--- src/rtl/uart_rx_fsm_if.sv ---
// Signal bundle between the UART RX controller and its neighbours: the
// synchronized serial line and frame configuration coming in, the checker
// results coming back, and the sampler/checker/deserializer enables going out.
//
// Handshake semantics: there is no backpressure anywhere on this bundle. Every
// enable (strt_chk_en, deser_en, par_chk_en, stp_chk_en) and data_valid is a
// single-cycle pulse that the consumer must act on in the cycle it is high.
// The checker result flags (strt_glitch, par_err, stp_err) are registered by
// their checkers and are only looked at in the last oversample of the bit whose
// check enable fired in the cycle before.
interface uart_rx_fsm_if #(
  parameter int PRESCALE_W = 6
);
  // line and configuration
  logic                  RX_IN;
  logic                  PAR_EN;
  logic [PRESCALE_W-1:0] Prescale;
  // checker results
  logic                  strt_glitch;
  logic                  par_err;
  logic                  stp_err;
  // controller outputs
  logic                  dat_samp_en;
  logic [PRESCALE_W-1:0] edge_cnt;
  logic [3:0]            bit_cnt;
  logic                  strt_chk_en;
  logic                  par_chk_en;
  logic                  stp_chk_en;
  logic                  deser_en;
  logic                  data_valid;

  // controller side
  modport master (
    input  RX_IN, PAR_EN, Prescale, strt_glitch, par_err, stp_err,
    output dat_samp_en, edge_cnt, bit_cnt, strt_chk_en, par_chk_en,
           stp_chk_en, deser_en, data_valid
  );

  // environment side: line synchronizer, checkers, deserializer
  modport slave (
    output RX_IN, PAR_EN, Prescale, strt_glitch, par_err, stp_err,
    input  dat_samp_en, edge_cnt, bit_cnt, strt_chk_en, par_chk_en,
           stp_chk_en, deser_en, data_valid
  );
endinterface

--- src/rtl/uart_rx_fsm.sv ---
// UART receive controller: detects the start condition, runs the oversample
// edge counter and the frame bit counter, fires one-cycle checker/shift
// enables at the check point of each bit, and qualifies each frame with a
// single data_valid pulse in the last cycle of the stop bit.
module uart_rx_fsm #(
  parameter int PRESCALE_W = 6,
  parameter int DATA_W     = 8
) (
  input  logic           CLK,
  input  logic           RST,
  uart_rx_fsm_if.master  bus,
  output logic [2:0]     dbg_state_o
);

  typedef enum logic [2:0] {
    IDLE   = 3'd0,
    START  = 3'd1,
    DATA   = 3'd2,
    PARITY = 3'd3,
    STOP   = 3'd4
  } state_e;

  localparam logic [PRESCALE_W-1:0] ONE  = PRESCALE_W'(1);
  localparam logic [PRESCALE_W-1:0] TWO  = PRESCALE_W'(2);
  localparam logic [3:0]            LAST_DATA_BIT = 4'(DATA_W);

  state_e                state_q, state_d;
  logic [PRESCALE_W-1:0] edge_q, edge_d;
  logic [3:0]            bit_q, bit_d;
  logic                  frame_err_q, frame_err_d;
  logic                  par_en_q, par_en_d;
  logic [PRESCALE_W-1:0] prescale_q, prescale_d;

  // Check point and bit end are decoded against the prescale captured at
  // start detection, so live changes to Prescale cannot disturb a frame.
  logic                  bit_end;
  logic                  check_pt;

  assign bit_end  = (edge_q == (prescale_q - ONE));
  assign check_pt = (edge_q == (prescale_q - TWO));

  assign bus.edge_cnt = edge_q;
  assign bus.bit_cnt  = bit_q;
  assign dbg_state_o  = state_q;

  // State, counters and captured frame configuration.
  always_ff @(posedge CLK or negedge RST) begin
    if (!RST) begin
      state_q     <= IDLE;
      edge_q      <= '0;
      bit_q       <= '0;
      frame_err_q <= 1'b0;
      par_en_q    <= 1'b0;
      prescale_q  <= '0;
    end else begin
      state_q     <= state_d;
      edge_q      <= edge_d;
      bit_q       <= bit_d;
      frame_err_q <= frame_err_d;
      par_en_q    <= par_en_d;
      prescale_q  <= prescale_d;
    end
  end

  // Next state, counter advance and the per-state enable/valid decode.
  always_comb begin
    state_d         = state_q;
    edge_d          = edge_q;
    bit_d           = bit_q;
    frame_err_d     = frame_err_q;
    par_en_d        = par_en_q;
    prescale_d      = prescale_q;
    bus.dat_samp_en = (state_q != IDLE);
    bus.strt_chk_en = 1'b0;
    bus.deser_en    = 1'b0;
    bus.par_chk_en  = 1'b0;
    bus.stp_chk_en  = 1'b0;
    bus.data_valid  = 1'b0;

    // Common edge/bit counting for every active state; transitions below
    // override the bit counter where a frame ends or aborts.
    if (state_q != IDLE) begin
      if (bit_end) begin
        edge_d = '0;
        bit_d  = bit_q + 4'd1;
      end else begin
        edge_d = edge_q + ONE;
      end
    end

    case (state_q)
      IDLE: begin
        edge_d      = '0;
        bit_d       = '0;
        frame_err_d = 1'b0;
        if (!bus.RX_IN) begin
          state_d    = START;
          prescale_d = bus.Prescale;
          par_en_d   = bus.PAR_EN;
        end
      end
      START: begin
        bus.strt_chk_en = check_pt;
        if (bit_end) begin
          if (bus.strt_glitch) begin
            state_d = IDLE;
            bit_d   = '0;
          end else begin
            state_d = DATA;
          end
        end
      end
      DATA: begin
        bus.deser_en = check_pt;
        if (bit_end && (bit_q == LAST_DATA_BIT)) begin
          state_d = par_en_q ? PARITY : STOP;
        end
      end
      PARITY: begin
        bus.par_chk_en = check_pt;
        if (bit_end) begin
          // A parity error only disqualifies the byte; the frame still runs
          // through its stop bit so framing stays aligned.
          frame_err_d = frame_err_q | bus.par_err;
          state_d     = STOP;
        end
      end
      STOP: begin
        bus.stp_chk_en = check_pt;
        if (bit_end) begin
          bus.data_valid = !bus.stp_err && !frame_err_q;
          state_d        = IDLE;
          bit_d          = '0;
          frame_err_d    = 1'b0;
        end
      end
      default: begin
        state_d = IDLE;
        edge_d  = '0;
        bit_d   = '0;
      end
    endcase
  end

endmodule

--- src/flat_wrapper.sv ---
// flat-port wrapper written by rule: the top's interface ports become plain ports
module uart_rx_fsm_flat 
#(
  parameter int PRESCALE_W = 6,
  parameter int DATA_W     = 8
)
  (CLK, RST, dbg_state_o, bus_RX_IN, bus_PAR_EN, bus_Prescale, bus_strt_glitch, bus_par_err, bus_stp_err, bus_dat_samp_en, bus_edge_cnt, bus_bit_cnt, bus_strt_chk_en, bus_par_chk_en, bus_stp_chk_en, bus_deser_en, bus_data_valid);
  uart_rx_fsm_if #(.PRESCALE_W(PRESCALE_W)) bus_i ();
  input  logic CLK;
  input  logic RST;
  output logic [2:0] dbg_state_o;
  input wire logic [$bits(bus_i.RX_IN)-1:0] bus_RX_IN;
  input wire logic [$bits(bus_i.PAR_EN)-1:0] bus_PAR_EN;
  input wire logic [$bits(bus_i.Prescale)-1:0] bus_Prescale;
  input wire logic [$bits(bus_i.strt_glitch)-1:0] bus_strt_glitch;
  input wire logic [$bits(bus_i.par_err)-1:0] bus_par_err;
  input wire logic [$bits(bus_i.stp_err)-1:0] bus_stp_err;
  output wire logic [$bits(bus_i.dat_samp_en)-1:0] bus_dat_samp_en;
  output wire logic [$bits(bus_i.edge_cnt)-1:0] bus_edge_cnt;
  output wire logic [$bits(bus_i.bit_cnt)-1:0] bus_bit_cnt;
  output wire logic [$bits(bus_i.strt_chk_en)-1:0] bus_strt_chk_en;
  output wire logic [$bits(bus_i.par_chk_en)-1:0] bus_par_chk_en;
  output wire logic [$bits(bus_i.stp_chk_en)-1:0] bus_stp_chk_en;
  output wire logic [$bits(bus_i.deser_en)-1:0] bus_deser_en;
  output wire logic [$bits(bus_i.data_valid)-1:0] bus_data_valid;
  assign bus_i.RX_IN = bus_RX_IN;
  assign bus_i.PAR_EN = bus_PAR_EN;
  assign bus_i.Prescale = bus_Prescale;
  assign bus_i.strt_glitch = bus_strt_glitch;
  assign bus_i.par_err = bus_par_err;
  assign bus_i.stp_err = bus_stp_err;
  assign bus_dat_samp_en = bus_i.dat_samp_en;
  assign bus_edge_cnt = bus_i.edge_cnt;
  assign bus_bit_cnt = bus_i.bit_cnt;
  assign bus_strt_chk_en = bus_i.strt_chk_en;
  assign bus_par_chk_en = bus_i.par_chk_en;
  assign bus_stp_chk_en = bus_i.stp_chk_en;
  assign bus_deser_en = bus_i.deser_en;
  assign bus_data_valid = bus_i.data_valid;
  uart_rx_fsm #(.PRESCALE_W(PRESCALE_W), .DATA_W(DATA_W)) u_core (.CLK(CLK), .RST(RST), .bus(bus_i), .dbg_state_o(dbg_state_o));
endmodule
--- config.mk ---
export PLATFORM = sky130hd
export DESIGN_NAME = uart_rx_fsm_flat
export DESIGN_NICKNAME = d
export VERILOG_FILES = /design/src/rtl/uart_rx_fsm_if.sv /design/src/rtl/uart_rx_fsm.sv /design/src/flat_wrapper.sv
export SDC_FILE = /design/constraint.sdc
export NUM_CORES = 1
export LEC_CHECK = 0
export CORE_MARGIN = 2
export CORE_UTILIZATION = 41
export CTS_CLUSTER_DIAMETER = 200
export DETAILED_ROUTE_END_ITERATION = 10
export DONT_BUFFER_PORTS = 1
export PLACE_DENSITY = 0.61
export SETUP_SLACK_MARGIN = 0.1
export SYNTH_ARGS = -nofsm -noshare
export SYNTH_HDL_FRONTEND = slang
export SYNTH_SLANG_ARGS = --single-unit
--- constraint.sdc ---
create_clock -name CLK -period 6.5 [get_ports CLK]
set_input_delay 1.3 -clock CLK [delete_from_list [all_inputs] [get_ports CLK]]
set_output_delay 1.3 -clock CLK [all_outputs]
set_load 0.03 [all_outputs]
== After elaboration in Yosys (flattened, before gate mapping) ==
Cells that the tools add are included.
Storage, ports and cells
  memories kept: 0
  bits in read-only memories: 0
  latch bits: 0
  RAM bits: 0
  register bits after elaboration: 21
  word-level logic and storage cells: 63
  input bits: 13
Cells by class
  $mul: 0
  equality and inequality tests: 13
  multiplexer cells: 26
  add/sub/neg operators: 4
  div/mod/pow operators: 0
  shifts and indexed selects: 0
  bitwise operators: 2
  $lt $le $gt $ge: 0
  reduce and logical (&&, ||, !) cells: 12
Operator list (count)
  4-bit two-way mux: 5
  3-bit two-way mux: 6
  6-bit two-way mux: 3
  3-bit one-hot mux with 5 select lines: 1
  6-bit equality test: 2
  4-bit one-hot mux with 3 select lines: 1
  2-bit by 1-bit inequality test with 1-bit output, second input constant: 5
  1-bit two-way mux: 8
  6-bit by 1-bit adder with 6-bit output, second input constant: 1
  3-bit by 2-bit equality test with 1-bit output, second input constant: 2
  3-bit nonzero test: 2
  6-bit by 1-bit subtractor with 6-bit output, second input constant: 1
  6-bit by 2-bit subtractor with 6-bit output, second input constant: 1
  5-bit AND reduction: 1
  4-bit by 1-bit adder with 4-bit output, second input constant: 1
  4-bit equality test, second input constant: 1
  4-bit OR reduction: 1
  3-bit by 1-bit equality test with 1-bit output, second input constant: 1
  3-bit equality test, second input constant: 1
  3-bit logical NOT: 1
  1-bit one-hot mux with 3 select lines: 1
  3-bit AND reduction: 1
  1-bit logical AND: 2
  1-bit logical NOT: 2
  6 further kinds: 6

== Longest topological paths before layout ==
Gate-level depths: netlist (run 1).
  word-level depth: 7
  gate-level depth with buffers: 11
  mapped depth without buffers: 10

== Worst setup path after synthesis (run 1) ==
No wires, ideal clock.
  path type: register to output
  start: register u_core.prescale_q[1]
  end: output port bus_data_valid
  data required time: 5.200 ns
  stages on the path, launching flop included: 9
  setup slack: 2.584 ns
  arrival time: 2.616 ns
  cell sequence: dfrtp_1 inv_1 ha_1 nor3b_2 and3_1 o2111ai_2 or2_1 buf_2 nor4_1
On the way
  word-level cells in the longest chain between the ends: 4
RTL lines
  start: declaration: RTL line uart_rx_fsm.sv:32  | logic [PRESCALE_W-1:0] prescale_q, prescale_d;
  start signal: assignment: RTL line uart_rx_fsm.sv:61  | prescale_q <= prescale_d;
  6-bit by 1-bit subtractor with 6-bit output: RTL line uart_rx_fsm.sv:39  | assign bit_end = (edge_q == (prescale_q - ONE));
  6-bit equality test: RTL line uart_rx_fsm.sv:39
  1-bit two-way mux: RTL line uart_rx_fsm.sv:130  | if (bit_end) begin
  1-bit two-way mux: RTL line uart_rx_fsm.sv:91  | case (state_q)
  end: declaration: RTL line flat_wrapper.sv:25  | output wire logic [$bits(bus_i.data_valid)-1:0] bus_data_valid;
Every way passes these cells.

== Worst setup path in the final report (run 1) ==
Same ends and word-level chain as after synthesis.

==> summary.txt, run 1 <==
Yosys
  – Seq/Total Area, Yosys: 38.43%
  – Yosys reg bits: 21
  – Cell taking the most area after synthesis: dfrtp_1
  – Cells after Synth: 150
  – EDFF count, synth: 0
  – Area contributors post-synth: dfrtp_1 38%, ha_1 6.4%, xnor2_1 5.1%, nor2_1 4.7%, nand2_1 3.3%
  – Most frequent cells after synthesis: 21 x dfrtp_1, 17 x nor2_1, 12 x nand2_1
  – Synth async-reset ratio: 100.0%
  – Area share of the largest cell type after synthesis: 38.43%
  – Synthesized area per cell: between 9 and 10 um^2
  – Most frequent cell after synthesis: dfrtp_1
  – Mapped cell area: 0.001368 mm^2
  – Synth Warn #: 0
  – Synthesized Nets: 170
  – Yosys cell types: 43
  – Top_reg_cell synth: dfrtp_1

Clocking
  – H-tree levels: 1
  – CTS Buffer Depth: 2
  – Reg clk slew, reported paths: 0.13 ns
  – Number of buffers created by CTS: 3
  – Hold_buf cts: 0
  – Post-cts resize count: 0
  – Worst skew pair latency: 0.31 ns
  – Number of setup buffers added after CTS: 0
  – TritonCTS clock tree: yes
  – Sink Count: 21
  – CTS root buf: clkbuf_4

Die
  – Die Y: 61.76 um
  – Die area: 0.003814 mm^2
  – Core region area: 0.003103 mm^2
  – IO Pins: 32
  – Starting Density: roughly 44%
  – Horiz. Die Dim: 61.76 um
  – Row cnt: 20

Timing
  – Clock skew: ~0.0057 ns
  – Slew HR: 38.86%
  – Final Hold Viols: 0
  – FMAX: approximately 0.25 GHz
  – Slew @ Worst Pin: between 0.9 and 1 ns
  – Setup Viol. Count Final: 0
  – Min Clock Period, post-route: 4.046 ns
  – Final cycle utilization of the critical path: 62.24%
  – Setup slack after layout: around 2.5 ns
  – Setup TNS: 0 ns
  – Pins Over Slew Limit: 0
  – RSZ-0062 raised after global routing: no

GRT
  – Congestion Overflow GR: 0
  – Antenna violations before repair: 0
  – First-pass GRT wire length: 5147 um
  – Vias in the first global route: 1087
  – Largest net degree at the start of global routing: 22
  – Global-route usage over all layers: 18.32%

Critical path
  – Crit-path max FO: 10
  – Setup crit end kind: primary output
  – Worst reg-to-reg setup slack: 3.71 ns
  – Worst r2r src: u_core.prescale_q[1]
  – Reg-to-reg critical path endpoint: u_core.bus.bit_cnt[0]
  – Worst-path cell chain: inv_1 -> ha_1 -> nor3b_2 -> and3_1 -> o2111ai_2 -> or2_1 -> nor4_1 -> buf_4
  – Crit. Startpoint: u_core.prescale_q[1]
  – FF-to-FF path depth: 9
  – Worst Setup EP: bus_data_valid
  – Crit-path max cell delay: 0.46 ns
  – Data arrival time of the critical path: 2.75 ns
  – CP required: 5.20 ns
  – CP Launch Type: register
  – WS Path Type: register to primary output
  – Crit path max-delay cell type: or2_1

Placed design
  – Cell count after placement: 192
  – DPL Wire Length: approximately 2300 um
  – Pre-CTS setup slack: slightly below 3 ns
  – RePlAce Congestion: 0.8687
  – Quantity of I/O buffers inserted on ports: 0

Route
  – Antenna Violating Nets Remaining: 0
  – Detailed-route vias per instance: ~5.7
  – WL final: 3143 um
  – Via count: 1109
  – Iter 0 DRT Violations: 45
  – Pre-Repair DR Iteration Count: 4
  – WL per Instance: 16.04 um
  – Drt drc: 0

Power and ir drop
  – P_sw: between 0.0003 and 0.0004 W
  – Clock share of power: 9.1%
  – Maximum vdd ir drop: 0.2543 mV
  – LEAKAGE: 0.6237 nW
  – Cell Int Power: ~0.00036 W
  – Power Total: 0.0007456 W
  – Gate power share: 46.9%
  – P per Cell Area: 512.4 mW/mm^2
  – Switching Fraction: 51.33%
  – Seq pwr share: 44.0%

Cells and area
  – Synth-to-Final Area Change: 6.405%
  – Antenna cells: 0
  – Ratio of cells with drive above 1 in the final layout: 9.868%
  – Layout Nets: 173
  – Layout fillers: 325
  – Fin cells: between 150 and 200

Min path
  – Worst hold path class: register to register

Status
  – Status: finished, final reports clean

Flow run
  – Max-cap violations: 0
layer usage:
metal	wire length (um)	up-vias	track usage (%)
met5	0	-	0
met4	31	0	6.383
met3	177	4	3.313
met2	1508	28	30.38
met1	1425	546	24.12
li1	-	531	-
worst min path at each step:
stage	from	end	slack (ns)	cells after the start
CTS	u_core.prescale_q[5]	u_core.prescale_q[5]	0.59	1
global route	u_core.prescale_q[5]	u_core.prescale_q[5]	0.61	1
floorplan	u_core.par_en_q	u_core.par_en_q	0.52	1
detailed placement	u_core.prescale_q[5]	u_core.prescale_q[5]	0.56	1
global placement	u_core.prescale_q[5]	u_core.prescale_q[5]	0.55	1
finish	u_core.prescale_q[5]	u_core.prescale_q[5]	0.58	1
power groups by stage:
stage | logic (W) | clock network, W | registers (W)
2_1_floorplan | 0.000308 | 0 | 0.000291
3_3_place_gp | 0.000338 | 0 | 0.000328
3_5_place_dp | 0.000346 | 0 | 0.000331
4_1_cts | 0.000351 | 0.0000693 | 0.000328
5_1_grt | 0.000399 | 0.0000723 | 0.000340
6_report | 0.000350 | 0.0000680 | 0.000328
critical path: cells and delay by family (launching register included):
kind                     cells  cell delay, ns
AND/OR/NAND/NOR              4            1.26
adder cells (fa/ha/maj)      1            0.22
buffers and inverters        2            0.34
flip-flops                   1            0.41
AO/OA/AOI/OAI                1            0.21
flip-flops by register name, indices dropped and copies added, names as in the netlist:
register,cells
u_core.bus.edge_cnt,6
u_core.prescale_q,6
u_core.bus.bit_cnt,4
u_core.dbg_state_o,3
u_core.frame_err_q,1
u_core.par_en_q,1
logic make-up after synthesis:
| kind of cell | count (synthesis) | share of synthesized area (%) |
|---|---|---|
| AND/OR/NAND/NOR | 54 | 19.86 |
| AO/OA/AOI/OAI | 32 | 16.10 |
| flip-flops | 21 | 38.43 |
| buffers and inverters | 16 | 4.483 |
| XOR/XNOR | 14 | 10.06 |
| adder cells (fa/ha/maj) | 7 | 6.404 |
| multiplexers | 6 | 4.666 |
per-stage QoR:
stage,cell area (um^2),utilization [%],hold WS [ns]
floorplan,1368,-,0.5197
global placement,1429,46.05,0.5532
detailed placement,1429,46.05,0.5609
CTS,1455,46.90,0.5905
global route,1455,46.90,0.6136
finish,1455,46.90,0.5823
cells in the final DEF, fill, tap and decap left out, types with 4 or more instances in the layout:
cell     netlist  final
dfrtp_1       21     21
ha_1           7      7
o21ai_0        8      8
a21oi_1        6      6
nor2_1        17     17
inv_1         10     10
buf_4          0      4
xor2_1         4      4
nor4_1         5      5
nand2_1       12     12
xnor2_1        8      8
nand3_1        4      4
final cells by class:
type | count | area (um^2) | area share, %
Tap cell | 44 | 55.05 | 3.783
Sequential cell | 21 | 525.5 | 36.11
Multi-Input combinational cell | 113 | 780.7 | 53.65
Timing Repair Buffer | 4 | 30.03 | 2.064
Inverter | 10 | 37.54 | 2.580
Clock buffer | 4 | 26.28 | 1.806
Power figures use the tool's default switching activity.
==> inputs of run 2 (changes only) <==
- clock period: 6.5 -> 3.8 ns (I/O delays scaled with it)
==> summary.txt, run 2 (same netlist as run 1, synthesis figures left out) <==
Timing
  – Setup Viol. Count Final: 0 (unchanged)
  – Clock skew: 0.004271 ns (-0.001465 ns)
  – FMAX: 0.2872 GHz
  – RSZ-0062 raised after global routing: no
  – Slew HR: 52.11% (+13 points)
  – Final Hold Viols: 0 (unchanged)
  – Hold Slack: 0.1147 ns (-0.4675 ns)
  – Setup TNS: 0 ns (unchanged)
  – Setup slack after layout: 0.3179 ns (-2.136 ns)
  – Slew @ Worst Pin: 0.7183 ns (-0.1955 ns)
  – Min Clock Period, post-route: 3.482 ns
  – Final cycle utilization of the critical path: approximately nine tenths
  – Pins Over Slew Limit: 0 (unchanged)

Placed design
  – RePlAce Congestion: 0.8738 (+0.59%)
  – Cell count after placement: 193 (+0.52%)
  – Pre-CTS setup slack: 0.7016 ns (-2.185 ns)
  – DPL Wire Length: 2317 um (about the same)
  – Quantity of I/O buffers inserted on ports: 0 (unchanged)

Route
  – Detailed-route vias per instance: 5.746 (+1.6%)
  – WL per Instance: 15.83 um (-1.3%)
  – DR top layer: met4
  – Pre-Repair DR Iteration Count: 5 (+1)
  – Iter 0 DRT Violations: 91 (+100%)
  – Met2 Wirelength: 1423 um (-5.6%)
  – DR WL met3: 179 um (+1.1%)
  – Antenna Violating Nets Remaining: 0 (unchanged)
  – WL final: 3119 um (-0.76%)
  – Metal-1 WL: 1484 um (+4.1%)
  – Via count: 1132 (+2.1%)
  – Drt drc: 0 (unchanged)

Clocking
  – TritonCTS clock tree: yes
  – CTS Buffer Depth: 2 (unchanged)
  – Reg clk slew, reported paths: 0.13 ns (about the same)
  – Worst skew pair latency: 0.31 ns (about the same)
  – CTS root buf: clkbuf_4
  – Number of buffers created by CTS: 3 (unchanged)
  – Number of setup buffers added after CTS: 0 (unchanged)
  – Post-cts resize count: 0 (unchanged)
  – H-tree levels: 1 (unchanged)
  – Hold_buf cts: 0 (unchanged)
  – Sink Count: 21 (unchanged)

Die
  – Core region area: 0.003103 mm^2 (unchanged)
  – IO Pins: 32 (unchanged)
  – Starting Density: 44.07% (unchanged)
  – Row cnt: 20 (unchanged)
  – Die Y: 61.76 um (unchanged)
  – Die area: 0.003814 mm^2 (unchanged)
  – Horiz. Die Dim: 61.76 um (unchanged)

Cells and area
  – Antenna cells: 0 (unchanged)
  – Ratio of cells with drive above 1 in the final layout: 11.11% (+1.2 points)
  – Fin cells: 197 (+0.51%)
  – Most frequent cells in the layout: 21 x dfrtp_1, 17 x nor2_1, 12 x nand2_1, 10 x inv_1
  – Layout fillers: 322 (-0.92%)
  – Layout Nets: 174 (+0.58%)
  – Synth-to-Final Area Change: 7.045%
  – Commonest non-fill, non-tap cell in the layout: dfrtp_1

Critical path
  – CP Launch Type: register
  – Crit-path max FO: 10 (unchanged)
  – WS Path Type: register to primary output
  – Setup crit end kind: primary output
  – CP required: 3.04 ns (-2.16 ns)
  – Data arrival time of the critical path: 2.72 ns (-0.03 ns)

Flow run
  – Max-cap violations: 0 (unchanged)

Power and ir drop
  – Clock share of power: 9.2% (about the same)
  – P_sw: 0.0006573 W (+72%)
  – Maximum vdd ir drop: 0.4638 mV (+82%)
  – Seq pwr share: 43.7% (-0.3 points)
  – Power Total: 0.001279 W (+71%)
  – Cell Int Power: 0.0006213 W (+71%)
  – LEAKAGE: 0.6318 nW (+1.3%)
  – P per Cell Area: 873.4 mW/mm^2 (+70%)
  – Gate power share: 47.1% (+0.2 points)
  – Switching Fraction: 51.41% (+0.081 points)

GRT
  – First-pass GRT wire length: 5202 um (+1.1%)
  – Congestion Overflow GR: 0 (unchanged)
  – Vias in the first global route: 1058 (-2.7%)
  – Antenna violations before repair: 0 (unchanged)
  – Largest net degree at the start of global routing: 22 (unchanged)
  – Global-route usage over all layers: 18.39% (+0.064 points)

Status
  – Status: finished, final reports clean

Min path
  – Worst hold path class: input pin to asynchronous set/reset pin
## run 2: changes by cell type in the layout (fill, tap and decap cells not counted)
cell      previous run  this run
buf_4                4         5
clkbuf_1             1         0
clkinv_2             0         1
## run 2: layout make-up
cell class | instances | area (um^2) | area share, %
clock buffer | 3 | 22.52 | 1.538
clock inverter | 1 | 5.005 | 0.3419
inverter | 10 | 37.54 | 2.564
multi-input combinational | 113 | 780.7 | 53.33
sequential | 21 | 525.5 | 35.90
tap | 44 | 55.05 | 3.761
timing repair buffer | 5 | 37.54 | 2.564
## run 2: metrics by stage
stage          util, %  area (um^2)
2_1_floorplan        -         1368
3_5_place_dp     46.29         1436
5_1_grt          47.18         1464
4_1_cts          47.18         1464
6_report         47.18         1464
3_3_place_gp     46.29         1436
## run 2: power by group through the flow
stage | clock network [W] | registers [W] | logic (W)
floorplan | 0 | 0.000497 | 0.000527
global placement | 0 | 0.000561 | 0.000581
detailed placement | 0 | 0.000565 | 0.000590
CTS | 0.000116 | 0.000560 | 0.000597
global route | 0.000126 | 0.000579 | 0.000677
finish | 0.000117 | 0.000559 | 0.000603
## run 2: path summary, 6_finish.rpt
kind,from,end,slack (ns),cells past startpoint
hold reg to reg,u_core.prescale_q[5],u_core.prescale_q[5],0.58,1
setup / recovery,u_core.prescale_q[1],bus_data_valid,0.32,8
min in group CLK,bus_Prescale[3],u_core.prescale_q[3],0.56,2
max in group asynchronous,RST,u_core.bus.edge_cnt[4],3.61,0
hold / removal,RST,u_core.dbg_state_o[1],0.11,0
setup reg to reg,u_core.bus.edge_cnt[4],u_core.bus.bit_cnt[0],1.03,7
## run 2: per-layer routing
metal / GRT usage, % / vias to the layer above
met5: 0 / -
li1: - / 534
met2: 27.67 / 34
met4: 7.295 / 0
met3: 3.727 / 4
met1: 26.09 / 560
## run 2: worst max-delay path, cell delays in order (launching register included)
cell and delay [ns]:
dfrtp_1 0.41, inv_1 0.14, ha_1 0.24, a21boi_0 0.27
xor2_1 0.21, o2111ai_2 0.22, or2_1 0.44, nor4_1 0.28
buf_4 0.21
==> inputs of run 3 (changes only) <==
- SLEW_MARGIN: not set -> 10
==> results of run 3 <==
The final DEF is identical to that of run 2; final timing and power are the same.
